## config.mk

```make
export PLATFORM = sky130hd
export DESIGN_NAME = tile_seq_loader
export DESIGN_NICKNAME = d
export VERILOG_FILES = /design/src/rtl/tile_seq_loader.sv
export SDC_FILE = /design/constraint.sdc
export NUM_CORES = 1
export LEC_CHECK = 0
export BUFFER_PORTS_ARGS = -buffer_cell sky130_fd_sc_hd__buf_4
export CAP_MARGIN = 10
export CORE_ASPECT_RATIO = 1.25
export CORE_UTILIZATION = 51
export DETAILED_ROUTE_END_ITERATION = 10
export PLACE_DENSITY = 0.85
export SLEW_MARGIN = 15
export SYNTH_ARGS = -nofsm -noshare
export SYNTH_HDL_FRONTEND = slang
export SYNTH_SLANG_ARGS = --single-unit
```

## constraint.sdc

```tcl
create_clock -name clk -period 2.7 [get_ports clk]
set_input_delay 0.54 -clock clk [delete_from_list [all_inputs] [get_ports clk]]
set_output_delay 0.54 -clock clk [all_outputs]
set_load 0.005 [all_outputs]
```

## src/rtl/tile_seq_loader.sv

```systemverilog
// Packs a reference and a query character stream into tile-memory words, then holds start until stop.
// Optional macro SEQ_LOADER_ENCODE_EN maps A/C/G/T (any case) to 0..3 and anything else to 4 before packing.
module tile_seq_loader #(
  parameter int DATA_WIDTH        = 8,
  parameter int BLOCK_WIDTH       = 8,
  parameter int MAX_TILE_SIZE     = 1024,
  parameter int LOG_MAX_TILE_SIZE = 10,
  parameter int REF_LEN_WIDTH     = 14,
  parameter int QUERY_LEN_WIDTH   = 14
) (
  input  logic                         clk,
  input  logic                         rst,
  input  logic                         in_valid,
  output logic                         in_ready,
  input  logic [7:0]                   in_char,
  input  logic                         in_sel,
  input  logic                         in_last,
  output logic                         refWe,
  output logic [LOG_MAX_TILE_SIZE-1:0] refAdr,
  output logic [DATA_WIDTH-1:0]        refData,
  output logic                         queryWe,
  output logic [LOG_MAX_TILE_SIZE-1:0] queryAdr,
  output logic [DATA_WIDTH-1:0]        queryData,
  output logic [REF_LEN_WIDTH-1:0]     refLen,
  output logic [QUERY_LEN_WIDTH-1:0]   queryLen,
  output logic                         start,
  input  logic                         stop,
  output logic                         busy,
  output logic                         overflow,
  output logic [1:0]                   dbg_state
);

  localparam int NUM_BLOCK = DATA_WIDTH / BLOCK_WIDTH;
  localparam int LANE_W    = (NUM_BLOCK > 1) ? $clog2(NUM_BLOCK) : 1;
  localparam int CNT_W     = $clog2(MAX_TILE_SIZE + 1);
  localparam int AW        = LOG_MAX_TILE_SIZE;

  typedef enum logic [1:0] {
    S_IDLE = 2'd0,
    S_LOAD = 2'd1,
    S_RUN  = 2'd2
  } state_t;

  // Handshake: a beat transfers on a cycle where in_valid && in_ready; in_ready is low only in RUN.

  function automatic logic [BLOCK_WIDTH-1:0] map_char(input logic [7:0] c);
`ifdef SEQ_LOADER_ENCODE_EN
    logic [2:0] k;
    case (c)
      8'h41, 8'h61: k = 3'd0;
      8'h43, 8'h63: k = 3'd1;
      8'h47, 8'h67: k = 3'd2;
      8'h54, 8'h74: k = 3'd3;
      default:      k = 3'd4;
    endcase
    return BLOCK_WIDTH'(k);
`else
    return BLOCK_WIDTH'(c);
`endif
  endfunction

  // Index 0 is the reference packer, index 1 the query packer.
  state_t                      state_q;
  logic [1:0][CNT_W-1:0]       len_q;
  logic [1:0][LANE_W-1:0]      lane_q;
  logic [1:0][AW-1:0]          word_q;
  logic [1:0][DATA_WIDTH-1:0]  buf_q;
  logic [1:0]                  done_q;
  logic [1:0]                  we_q;
  logic [1:0][AW-1:0]          adr_q;
  logic [1:0][DATA_WIDTH-1:0]  data_q;
  logic                        ovf_q;

  logic                        idle, beat, sel, drop, do_wr, go_run;
  logic [BLOCK_WIDTH-1:0]      code;
  logic [CNT_W-1:0]            cur_len, nxt_len;
  logic [LANE_W-1:0]           nxt_lane;
  logic [AW-1:0]               nxt_word;
  logic [DATA_WIDTH-1:0]       placed, nxt_buf, wr_data;
  logic [1:0]                  done_nxt;

  assign idle     = (state_q == S_IDLE);
  assign in_ready = (state_q != S_RUN);
  assign beat     = in_valid && in_ready;
  assign sel      = in_sel;
  assign code     = map_char(in_char);
  // Lengths are held through IDLE for the host, but a new job counts from zero.
  assign cur_len  = idle ? '0 : len_q[sel];

  always_comb begin
    placed   = buf_q[sel];
    placed[int'(lane_q[sel])*BLOCK_WIDTH +: BLOCK_WIDTH] = code;
    nxt_len  = cur_len;
    nxt_lane = lane_q[sel];
    nxt_word = word_q[sel];
    nxt_buf  = buf_q[sel];
    wr_data  = buf_q[sel];
    do_wr    = 1'b0;
    drop     = 1'b0;
    done_nxt = done_q;
    if (done_q[sel]) begin
      drop = 1'b1;
    end else begin
      done_nxt[sel] = in_last;
      if (cur_len == CNT_W'(MAX_TILE_SIZE)) begin
        // Saturated: the character is dropped, but in_last still flushes a partial word.
        drop = 1'b1;
        if (in_last && (lane_q[sel] != '0)) do_wr = 1'b1;
      end else begin
        nxt_len  = cur_len + 1'b1;
        wr_data  = placed;
        nxt_buf  = placed;
        nxt_lane = lane_q[sel] + 1'b1;
        if ((lane_q[sel] == LANE_W'(NUM_BLOCK - 1)) || in_last) do_wr = 1'b1;
      end
      if (do_wr) begin
        nxt_lane = '0;
        nxt_word = word_q[sel] + 1'b1;
        nxt_buf  = '0;
      end
    end
    go_run = &done_nxt;
  end

  always_ff @(posedge clk or negedge rst) begin
    if (!rst) begin
      state_q <= S_IDLE;
      len_q   <= '0;
      lane_q  <= '0;
      word_q  <= '0;
      buf_q   <= '0;
      done_q  <= '0;
      we_q    <= '0;
      adr_q   <= '0;
      data_q  <= '0;
      ovf_q   <= 1'b0;
    end else begin
      we_q <= '0;
      case (state_q)
        S_IDLE, S_LOAD: begin
          if (beat) begin
            len_q[sel]  <= nxt_len;
            len_q[!sel] <= idle ? '0 : len_q[!sel];
            lane_q[sel] <= nxt_lane;
            word_q[sel] <= nxt_word;
            buf_q[sel]  <= nxt_buf;
            done_q      <= done_nxt;
            we_q[sel]   <= do_wr;
            if (do_wr) begin
              adr_q[sel]  <= word_q[sel];
              data_q[sel] <= wr_data;
            end
            ovf_q   <= idle ? drop : (ovf_q | drop);
            state_q <= go_run ? S_RUN : S_LOAD;
          end
        end
        S_RUN: begin
          if (stop) begin
            state_q <= S_IDLE;
            lane_q  <= '0;
            word_q  <= '0;
            buf_q   <= '0;
            done_q  <= '0;
          end
        end
        default: state_q <= S_IDLE;
      endcase
    end
  end

  assign refWe     = we_q[0];
  assign refAdr    = adr_q[0];
  assign refData   = data_q[0];
  assign queryWe   = we_q[1];
  assign queryAdr  = adr_q[1];
  assign queryData = data_q[1];
  assign refLen    = REF_LEN_WIDTH'(len_q[0]);
  assign queryLen  = QUERY_LEN_WIDTH'(len_q[1]);
  assign start     = (state_q == S_RUN);
  assign busy      = (state_q != S_IDLE);
  assign overflow  = ovf_q;
  assign dbg_state = state_q;

endmodule

```

==> impl_metrics.ini, run 1 <==
[drt]
drtAntennaViolNets = 0
vias = 4669
drt_iter0_markers = 358
wl_per_cell_um = 18.5
drt-total-wl_mm = 14.2
firstDrtPassIters = 6
via_per_inst = 6.06
route.detailed.drc = 0

[final_layout]
final_util = 0.671
mostFrequentLayoutCells = 123 x buf_4, 101 x dfrtp_1, 67 x nand2_1, 32 x mux2i_1, 29 x nand3_1
area_growth_pct = 26.6
drive_gt1_frac = 0.301
layout_commonest_cell = buf_4
antenna_cells = 0
layout.nets = 654

[placed_design]
dpl.hpwl_mm = 9.80
gp_congestion = 0.887
io_buffers = 79
dpl_worst_slack_ns = -0.293

[sta]
maxSlewHeadroom = 0.261
finalHoldViolCount = 0
hold_ws_ns = 0.197
clock_skew_ns = 0.00862
slew_violations = 0
rsz0062_at_grt = yes
worst_slew_pin_slew_ns = 1.10
layout_setup_ws_ns = 0.107
fin_crit_ns = 2.59
setup_tns_ns = 0
period_share = 0.960
setup_viol = 0
max_freq_mhz = 386

[setup_path]
crit_end = refAdr[5]
critPathLaunchType = flop
worstPathMaxFanout = 20
rr_startpoint = dbg_state[0]
reg2reg_to = refAdr[5]
r2r_cells = 7
crit_arrival_ns = 2.81
startpoint = dbg_state[0]
worstPathRequired_ns = 2.92
crit_type = flop to flop
r2r_setup_slack_ns = 0.11
end_kind = flop

[yosys]
synth_edf_count = 0
postSynthCellCount = 526
synthDistinctLibCells = 63
yosys_warnings = 0
syn-cell-area_um2 = 5390
synth-seq-cells = 103
synthArstFlopShare = 1.00
synth_flop_cell = dfrtp_1
avgSynthCellArea_um2 = 10.2
ys_seq_area_frac = 0.479

[run_status]
outcome = finished clean

[power_and_ir_drop]
leakage_nw = 3.18
irDropWorstVdd_v = 0.000540
p_per_area_nw_per_um2 = 864

[cts]
clk_latency_ns = 0.35
cts.sinks = 103
clkTransAtPathRegs_ns = 0.08
cts_tree = yes
cts-root-buf = clkbuf_16
cts_made_buffers = 9
hold_buffers = 0
clk_path_buf_depth = 2
htreeDepth = 3

[die]
dieArea_um2 = 11000
initial_utilization = 0.530
core_area_um2 = 10200
num_rows = 41
dieWidth_um = 93.9
ios = 86
die_y_um = 117

[grt]
antenna_found_initial = 0
grt_pass1_wl_mm = 23.2
gr-total-overflow = 0
grt_pass1_vias = 4769
grt_max_degree = 58
grtUsageTotal = 0.272

[hold_path]
min_path_type = input port to asynchronous set/reset pin

[job]
max_cap_violations = 0
## kinds of logic after synthesis
family	synth area share
simple gates	0.186
compound gates	0.138
flops	0.479
mux	0.139
buf+inv	0.0497
fa+ha+maj	0.00697
other cells	0.000696
xor+xnor	0.00163
## where the power goes
part | internal [mW] | switching, mW
Clock | 0.743 | 0.625
Sequential | 1.93 | 0.330
Combinational | 1.08 | 1.18
Total | 3.76 | 2.14
## registers in the layout, indices dropped and copies added (netlist names)
name	cells
queryData	8
done_q	2
refData	8
refLen	11
we_q	2
queryLen	11
queryAdr	10
lane_q	2
overflow	1
word_q	20
dbg_state	2
buf_q	16
refAdr	10
## critical path: stages (launching register included)
cell       delay [ns]
dfrtp_1          0.42
nor2_2           0.09
or2_2            0.32
ha_2             0.21
nand4bb_4        0.12
nor4_4           0.07
nor3_4           0.84
mux2_1           0.40
## synth_stat cells (3+ instances only)
| cell type | count | area, um2 |
|---|---|---|
| a21o_1 | 3 | 22.5 |
| a21oi_1 | 5 | 25.0 |
| a2bb2oi_1 | 7 | 61.3 |
| buf_2 | 7 | 35.0 |
| buf_4 | 8 | 60.1 |
| buf_6 | 3 | 33.8 |
| clkbuf_1 | 14 | 52.6 |
| dfrtp_1 | 103 | 2580 |
| ha_1 | 3 | 37.5 |
| inv_1 | 22 | 82.6 |
| mux2_1 | 20 | 225 |
| mux2_2 | 13 | 146 |
| mux2i_1 | 36 | 360 |
| nand2_1 | 68 | 255 |
| nand2b_1 | 3 | 18.8 |
| nand3_1 | 30 | 150 |
| nand3b_1 | 4 | 30.0 |
| nand4_1 | 7 | 43.8 |
| nor2_1 | 21 | 78.8 |
| nor2b_1 | 9 | 56.3 |
| nor3_1 | 10 | 50.1 |
| o211ai_1 | 19 | 143 |
| o21ai_0 | 32 | 160 |
| o21ai_1 | 3 | 15.0 |
| o311ai_0 | 4 | 35.0 |
| o31ai_1 | 5 | 37.5 |
| o32ai_1 | 3 | 26.3 |
| or3_1 | 3 | 18.8 |
| or4_1 | 15 | 113 |
## repair_timing
action / CTS / global route
buffers inserted: 3 / 0
pin swaps: 1 / 0
setup endpoints to repair: 21 / 19
resized for setup: 2 / 3
hold endpoints to repair: 0 / 0
## how the worst min path moves through the flow
stage | start | endpoint | slack, ns | cells past startpoint
after global placement | buf_q[8] | buf_q[8] | 0.46 | 2
after global routing | rst | word_q[13] | 0.26 | 1
after detailed placement | buf_q[14] | buf_q[14] | 0.47 | 2
final | rst | word_q[18] | 0.20 | 1
after CTS | rst | queryAdr[4] | 0.22 | 1
after floorplan | rst | buf_q[0] | 0.24 | 0
## cell type report
class	count	area [um2]
sequential	103	2580
timing repair buffer	127	1000
multi-input combinational	373	2670
fill	762	3340
inverter	23	86.3
clock buffer	9	225
clock inverter	7	87.6
tap	129	161
## stage by stage
stage               cells  instance area, um2  power, mW
floorplan             531                5530       3.47
CTS                   771                6810       5.89
global route          771                6820       6.21
detailed placement    752                6440       4.45
global placement      752                6440       4.34
finish                771                6820       5.89
## per-layer routing
metal	vias up	global-route usage	part of all wire
met2	215	0.480	0.52
li1	2142	-	-
met4	0	0.112	0.024
met5	-	0	0
met3	36	0.0523	0.070
met1	2276	0.325	0.39
Power figures use the tool's default switching activity.
==> inputs of run 2 (changes only) <==
--- a/config.mk
+++ b/config.mk
@@ -8,9 +8,9 @@
 export BUFFER_PORTS_ARGS = -buffer_cell sky130_fd_sc_hd__buf_4
 export CAP_MARGIN = 10
 export CORE_ASPECT_RATIO = 1.25
-export CORE_UTILIZATION = 51
+export CORE_UTILIZATION = 57
 export DETAILED_ROUTE_END_ITERATION = 10
-export PLACE_DENSITY = 0.85
+export PLACE_DENSITY = 0.89
 export SLEW_MARGIN = 15
 export SYNTH_ARGS = -nofsm -noshare
 export SYNTH_HDL_FRONTEND = slang
==> constraint.sdc (replaced) <==
create_clock -name clk -period 2.9 [get_ports clk]
set_input_delay 0.58 -clock clk [delete_from_list [all_inputs] [get_ports clk]]
set_output_delay 0.58 -clock clk [all_outputs]
set_load 0.005 [all_outputs]
==> run 2 against run 1 <==
First-iteration DRC count fell by 6.7%. Clock power fell by 14%. Sequential power fell by 8%. Via count rose by 1.5%. Clock skew fell by 0.0042 ns. Flip-flop and latch count did not move. Design area fell by 2.9%. Wire length fell by 2.1%. Critical path depth rose by 3.
==> impl_metrics.ini, run 2 (same netlist as run 1, synthesis figures left out) <==
[setup_path]
critPathLaunchType = flop
cpMaxStageDelayCell = dfrtp_1
path_buf_inv = 3
worstPathRequired_ns = 3.13
max_stage_delay_ns = 0.41
end_kind = flop
crit_type = flop to flop
cp_cell_sequence = nor2_1 -> inv_1 -> nand2_2 -> ha_2 -> nand4bb_1 -> nor4_4 -> buf_4 -> nor3_4 -> buf_12 -> mux2_1
crit_family = simple AND/OR/NAND/NOR gates
worstPathMaxFanout = 31
crit_cells = 10
crit_arrival_ns = 2.90
r2r_cells = 10

[run_status]
outcome = finished clean

[cts]
clkTransAtPathRegs_ns = 0.07
cts_made_buffers = 9
post_cts_buffers = 0
htreeDepth = 3
clk_latency_ns = 0.35
clk_path_buf_depth = 2
cts_resized = 0
hold_buffers = 0
cts-root-buf = clkbuf_16
cts.sinks = 103
cts_tree = yes

[placed_design]
gp_congestion = 0.913
dpl_worst_slack_ns = -0.0255
io_buffers = 79
dpl_cell_area_um2 = 6330
dpl.hpwl_mm = 9.47

[drt]
drt_iter0_markers = 334
drtAntennaViolNets = 0
firstDrtPassIters = 5
vias = 4737
wl_per_cell_um = 18.5
route.detailed.drc = 0
via_per_inst = 6.30
drt-total-wl_mm = 13.9

[sta]
slew_violations = 0
fin_crit_ns = 2.67
max_freq_mhz = 374
finalHoldViolCount = 0
hold_ws_ns = 0.312
period_share = 0.921
clock_skew_ns = 0.00438
rsz0062_at_grt = no
worst_slew_pin_slew_ns = 0.872
setup_viol = 0
setup_tns_ns = 0
maxSlewHeadroom = 0.417
layout_setup_ws_ns = 0.228

[die]
initial_utilization = 0.587
core_area_um2 = 9170
die_y_um = 111
dieArea_um2 = 9840
num_rows = 39
dieWidth_um = 88.9
ios = 86

[grt]
grt_pass1_vias = 4670
grt_max_degree = 62
gr-total-overflow = 0
antenna_found_initial = 0
grtUsageTotal = 0.298
grt_pass1_wl_mm = 22.6

[final_layout]
layout.nets = 641
mostFrequentLayoutCells = 112 x buf_4, 103 x dfrtp_1, 67 x nand2_1, 36 x mux2i_1, 32 x o21ai_0
area_growth_pct = 22.9
largest_register = word_q
seqCellArea_um2 = 2580
largest_reg_flops = 20
final_util = 0.721
drive_gt1_frac = 0.269
fillCellCount = 651
top_regs = word_q x20, buf_q x16
fin_area_um2 = 6620
antenna_cells = 0
layout_commonest_cell = buf_4
multi_input_area_um2 = 2630

[hold_path]
min_path_type = input port to asynchronous set/reset pin

[job]
max_cap_violations = 0

[power_and_ir_drop]
leakage_nw = 3.10
p_per_area_nw_per_um2 = 790
irDropWorstVdd_v = 0.000586
-- run 2: metrics by stage --
stage          power (mW)  cells
2_1_floorplan        3.18    531
6_report             5.23    752
3_5_place_dp         4.03    736
4_1_cts              5.24    752
5_1_grt              5.52    752
3_3_place_gp         3.92    736
-- run 2: report_power, final --
part	internal, mW	switching [mW]	leakage (nW)	total [mW]
clock network	0.620	0.562	0.138	1.18
registers	1.79	0.300	1.38	2.09
logic	0.892	1.06	1.58	1.96
total	3.31	1.92	3.10	5.23
-- run 2: worst paths after layout --
kind | startpoint | endpoint | slack (ns)
min | rst | queryLen[0] | 0.31
min in group clk | stop | dbg_state[1] | 0.44
max reg2reg | dbg_state[0] | refAdr[0] | 0.23
max | dbg_state[0] | refAdr[0] | 0.23
max in group asynchronous | rst | we_q[1] | 1.87
min reg2reg | buf_q[12] | buf_q[12] | 0.48
-- run 2: worst register-to-register path, stage by stage, from the launching register on --
cell	delay, ns
dfrtp_1	0.41
nor2_1	0.26
inv_1	0.11
nand2_2	0.08
ha_2	0.16
nand4bb_1	0.19
nor4_4	0.40
buf_4	0.37
nor3_4	0.08
buf_12	0.17
mux2_1	0.32
-- run 2: cell type report --
type | count | area share
multi-input combinational | 373 | 0.397
sequential | 103 | 0.389
timing repair buffer | 114 | 0.133
clock buffer | 10 | 0.0361
tap | 123 | 0.0233
inverter | 23 | 0.0130
clock inverter | 6 | 0.00794
-- run 2: per-layer routing --
metal | global-route usage | vias up | part of all wire
met5 | 0 | - | 0
met4 | 0.150 | 0 | 0.030
met3 | 0.0536 | 47 | 0.065
met2 | 0.490 | 239 | 0.50
met1 | 0.371 | 2327 | 0.40
li1 | - | 2124 | -
